<file path="src/rtl/mwc_cmp.sv">
// Pairwise order comparator: ok when a may precede b in the requested direction.
module mwc_cmp #(
  parameter int DATA_W     = 32,
  parameter bit SIGNED_CMP = 1'b0
) (
  input  logic [DATA_W-1:0] a,
  input  logic [DATA_W-1:0] b,
  input  logic              desc,
  output logic              ok
);

  logic a_lt_b;
  logic a_gt_b;

  always_comb begin
    if (SIGNED_CMP) begin
      a_lt_b = $signed(a) < $signed(b);
      a_gt_b = $signed(a) > $signed(b);
    end else begin
      a_lt_b = a < b;
      a_gt_b = a > b;
    end
    // Equal neighbours are legal in both directions.
    ok = desc ? !a_lt_b : !a_gt_b;
  end

endmodule

</file>
<file path="config.mk">
export PLATFORM = sky130hd
export DESIGN_NAME = mwc_cmp
export DESIGN_NICKNAME = d
export VERILOG_FILES = /design/src/rtl/mwc_cmp.sv
export SDC_FILE = /design/constraint.sdc
export NUM_CORES = 1
export LEC_CHECK = 0
export CORE_MARGIN = 4
export CORE_UTILIZATION = 31
export DETAILED_ROUTE_END_ITERATION = 16
export PLACE_DENSITY_LB_ADDON = 0.1
export SLEW_MARGIN = 10
export SYNTH_ARGS = -nofsm -noshare
export SYNTH_HDL_FRONTEND = slang
export SYNTH_SLANG_ARGS = --single-unit
</file>
<file path="constraint.sdc">
create_clock -name vclk -period 1.92
set_clock_uncertainty 0.15 [all_clocks]
set_input_delay 0.288 -clock vclk [all_inputs]
set_output_delay 0.288 -clock vclk [all_outputs]
set_load 0.1 [all_outputs]
</file>
# After elaboration in Yosys (flattened, before gate mapping)
# Index checks and enable logic that the tools add are counted.
# Widths: inputs -> output; s select.
[classes]
addsub = 0
n_mul = 0
div_mod_pow = 0
n_lt_le_gt_ge = 2
n_eq_ne = 0
n_shift = 0
n_mux = 1
bitwise_logic = 0
n_reduce_logical = 2
[op_table]
columns = ["op", "n"]
rows = [
  ["$gt 32x32->1", 1],
  ["$lt 32x32->1", 1],
  ["$logic_not 1->1", 2],
  ["$mux 1", 1],
]
[word_totals]
reg_bits = 0
latchBits = 0
ram_bits = 0
mem_bits_ro = 0
out_inout_bits = 1
wordCells = 5
memories = 0

# Logic depth before layout (Yosys ltp)
[logic_depth]
word_depth = 3
ltp_mapped = 8

# Worst setup path after synthesis
# OpenSTA, ideal clock, no wires.
[synth_timing]
path_kind = "input to output"
from = "in b[27]"
to = "out ok"
arrival_time_ps = 3027
setup_slack_ps = -1545
stages = 6
path_cell_list = "inv_1 ha_1 nand4_2 or4_1 o21ai_1 mux2i_1"
[synth_via]
elab_chain_len = 3
word_cells_on_any_way = 5
cone_classes = "2 x order compare; 1 x mux; 2 x reduce/logical"
[synth_lines]
columns = ["element", "line", "rtl"]
rows = [
  ["from (decl)", "7", "input logic [DATA_W-1:0] b,"],
  ["$gt 32x32->1 / $lt 32x32->1 (equally long branches)", "21, 20", ""],
  ["$logic_not 1->1", "24", "ok = desc ? !a_lt_b : !a_gt_b;"],
  ["$mux 1 *", "24", ""],
  ["to (decl)", "9", "output logic ok"],
]
# Every way passes the cells marked *; elsewhere a longest branch is shown, timed or not.

# Worst setup path in the final report
[layout_timing]
from = "in b[15]"
to = "out ok"
# Same word-level chain as after synthesis.

==> flow_metrics.tcl <==
set metrics [dict create \
    synth_most_common_cell "inv_1" \
    areaGrowthSynthToFinish_pct 144 \
    antenna_found_initial 0 \
    num_io_pins 66 \
    start_util_pct 32.8 \
    die_height_um 59.5 \
    grt_util_met3_pct 0.654 \
    status "finished, violations left" \
    nFillCells 161 \
    synth_top_area_share_pct 48.8 \
    cpPeakStageDelay_ns 0.27 \
    cts_hold_buffers 0 \
    wirelength_um 3360 \
    fp.dieW_um 59.5 \
    crit_arrival_ns 2.02 \
    power_per_cell_area_mw_per_mm2 234 \
    finalNonFillerCells 231 \
    coreArea_mm2 0.00250 \
    row_count 18 \
    drtIter0Drc 14 \
    fin_crit_ns 2.46 \
    yosysSeqAreaShare_pct 0 \
    busiest_layer "met2" \
    syn_inst 117 \
    tightestPinTransition_ns 0.339 \
    path_max_fanout 2 \
    global_route.usage.met2_pct 40.9 \
    dr.pass1.iters 4 \
    max_slew_margin_pct 77.2 \
    required_ns 1.48 \
    viasPerCell 4.92 \
    pre_cts_ws_ns -1.04 \
    synth_commonest_cells "33 x inv_1, 32 x ha_1, 14 x a21oi_1" \
    place_inst 222 \
    setup_violations 1 \
    rsz0062_at_grt "true" \
    vias 1137 \
    yosysUniqueCellTypes 19 \
    wl_per_cell_um 14.5 \
    maxSlewViolCount 0 \
    track_usage_pct 18.5 \
    regArea_um2 0 \
    grt_first_pass_wirelength_um 5180 \
    whs_ns 1.15 \
    violations "setup timing" \
    startpoint_type "primary input" \
    leakagePower_nw 0.902 \
    synth.cell_area_um2 821 \
    end_kind "output pin" \
    timing.final.ws_setup_ns -0.538 \
    critPathTopFamily "buffers and inverters" \
    fin_total_pwr_w 0.000467 \
    grt_pass1_vias 1287 \
    avgSynthCellArea_um2 7.02 \
    vdd_drop_max_mv 0.186 \
    met1_usage_pct 18.8 \
    n_clock_buffer 0 \
    nNetsFinal 300 \
    hold_viol 0 \
    gp_congestion 0.720 \
    ys.warnings.count 0 \
    dp_hpwl_um 2580 \
    numPortBuffers 66 \
    layout-drive-gt1-share_pct 73.1 \
    hold_class "primary input to output pin" \
    cp_num_buf_inv 4 \
    die-area_mm2 0.00353 \
    antenna_left 0 \
    crit_type "primary input to output pin" \
    final.setup.tns_ns -0.538 \
    synth_top_area_cell "ha_1" \
    syn-num-nets 214 \
    drv_cap 0 \
    synth_area_leaders "ha_1 49%, inv_1 15%, a21oi_1 8.5%" \
    seq_cell_count 0 \
    slowest_stage "mux2i_4" \
    grt_max_degree 4 \
    grt.overflow.total 0 \
    drcViolationCount 0 \
    antenna_cells 0 \
    cp_cell_sequence "clkbuf_2, inv_2, ha_4, nand4_1, buf_4, nor4_4, a211oi_2, o21ai_4, mux2i_4, buf_12" \
    finalCritPeriodShare_pct 128 \
    max_clock_freq_mhz 407 \
    multi_input_area_mm2 0.00115 \
]
[final timing paths]
kind / from / to / slack [ns] / cells past startpoint
max: b[15] / ok / -0.54 / 10
min: a[31] / ok / 1.15 / 7
[cell families after synthesis]
group	after synthesis	share of synthesized area, %
compound gates	26	19.1
fa+ha+maj	32	48.8
buf+inv	33	15.1
mux	1	1.22
simple gates	25	15.9
[cell type report]
class / instances / share of cell area [%]
multi-input combinational: 84 / 57.4
timing repair buffer: 84 / 32.7
tap: 30 / 1.88
inverter: 33 / 8.07
[per-layer routing]
layer / vias up / part of all wire [%]
met3: 2 / 5.5
li1: 576 / -
met4: 0 / 0.63
met2: 40 / 57
met5: - / 0
met1: 519 / 37
[placed cells by master (no fill, tap or decap), types with 2 or more instances in the layout]
| master | n |
|---|---|
| ha_2 | 2 |
| clkdlybuf4s15_1 | 2 |
| inv_4 | 8 |
| nor2_1 | 3 |
| nand2_2 | 3 |
| buf_4 | 18 |
| nand4_1 | 5 |
| a211oi_2 | 2 |
| inv_2 | 18 |
| inv_1 | 5 |
| a21oi_1 | 8 |
| ha_1 | 2 |
| buf_2 | 31 |
| o21ai_1 | 2 |
| nand2_1 | 5 |
| nand3_1 | 3 |
| clkdlybuf4s50_1 | 4 |
| buf_6 | 15 |
| clkdlybuf4s15_2 | 2 |
| ha_4 | 28 |
| a21oi_2 | 6 |
| dlygate4sd2_1 | 7 |
| a21o_1 | 2 |
| a221o_1 | 2 |
| clkbuf_2 | 3 |
[power breakdown]
part           internal [W]  switching, W
clock network             0             0
registers                 0             0
logic              0.000260      0.000207
total              0.000260      0.000207
[through the flow]
step / area (µm²) / utilization (%)
detailed placement: 1770 / 70.8
global placement: 1770 / 70.8
floorplan: 993 / -
CTS: 1980 / 79.0
finish: 2000 / 80.0
global route: 2000 / 80.0
[timing repair]
item	in CTS	in global routing
setup buffers	8	1
gates cloned	0	0
gates resized for setup	270	11
pin swaps	48	13
endpoints found under the setup margin	1	1
No activity file was read; power rests on OpenSTA's default activity.
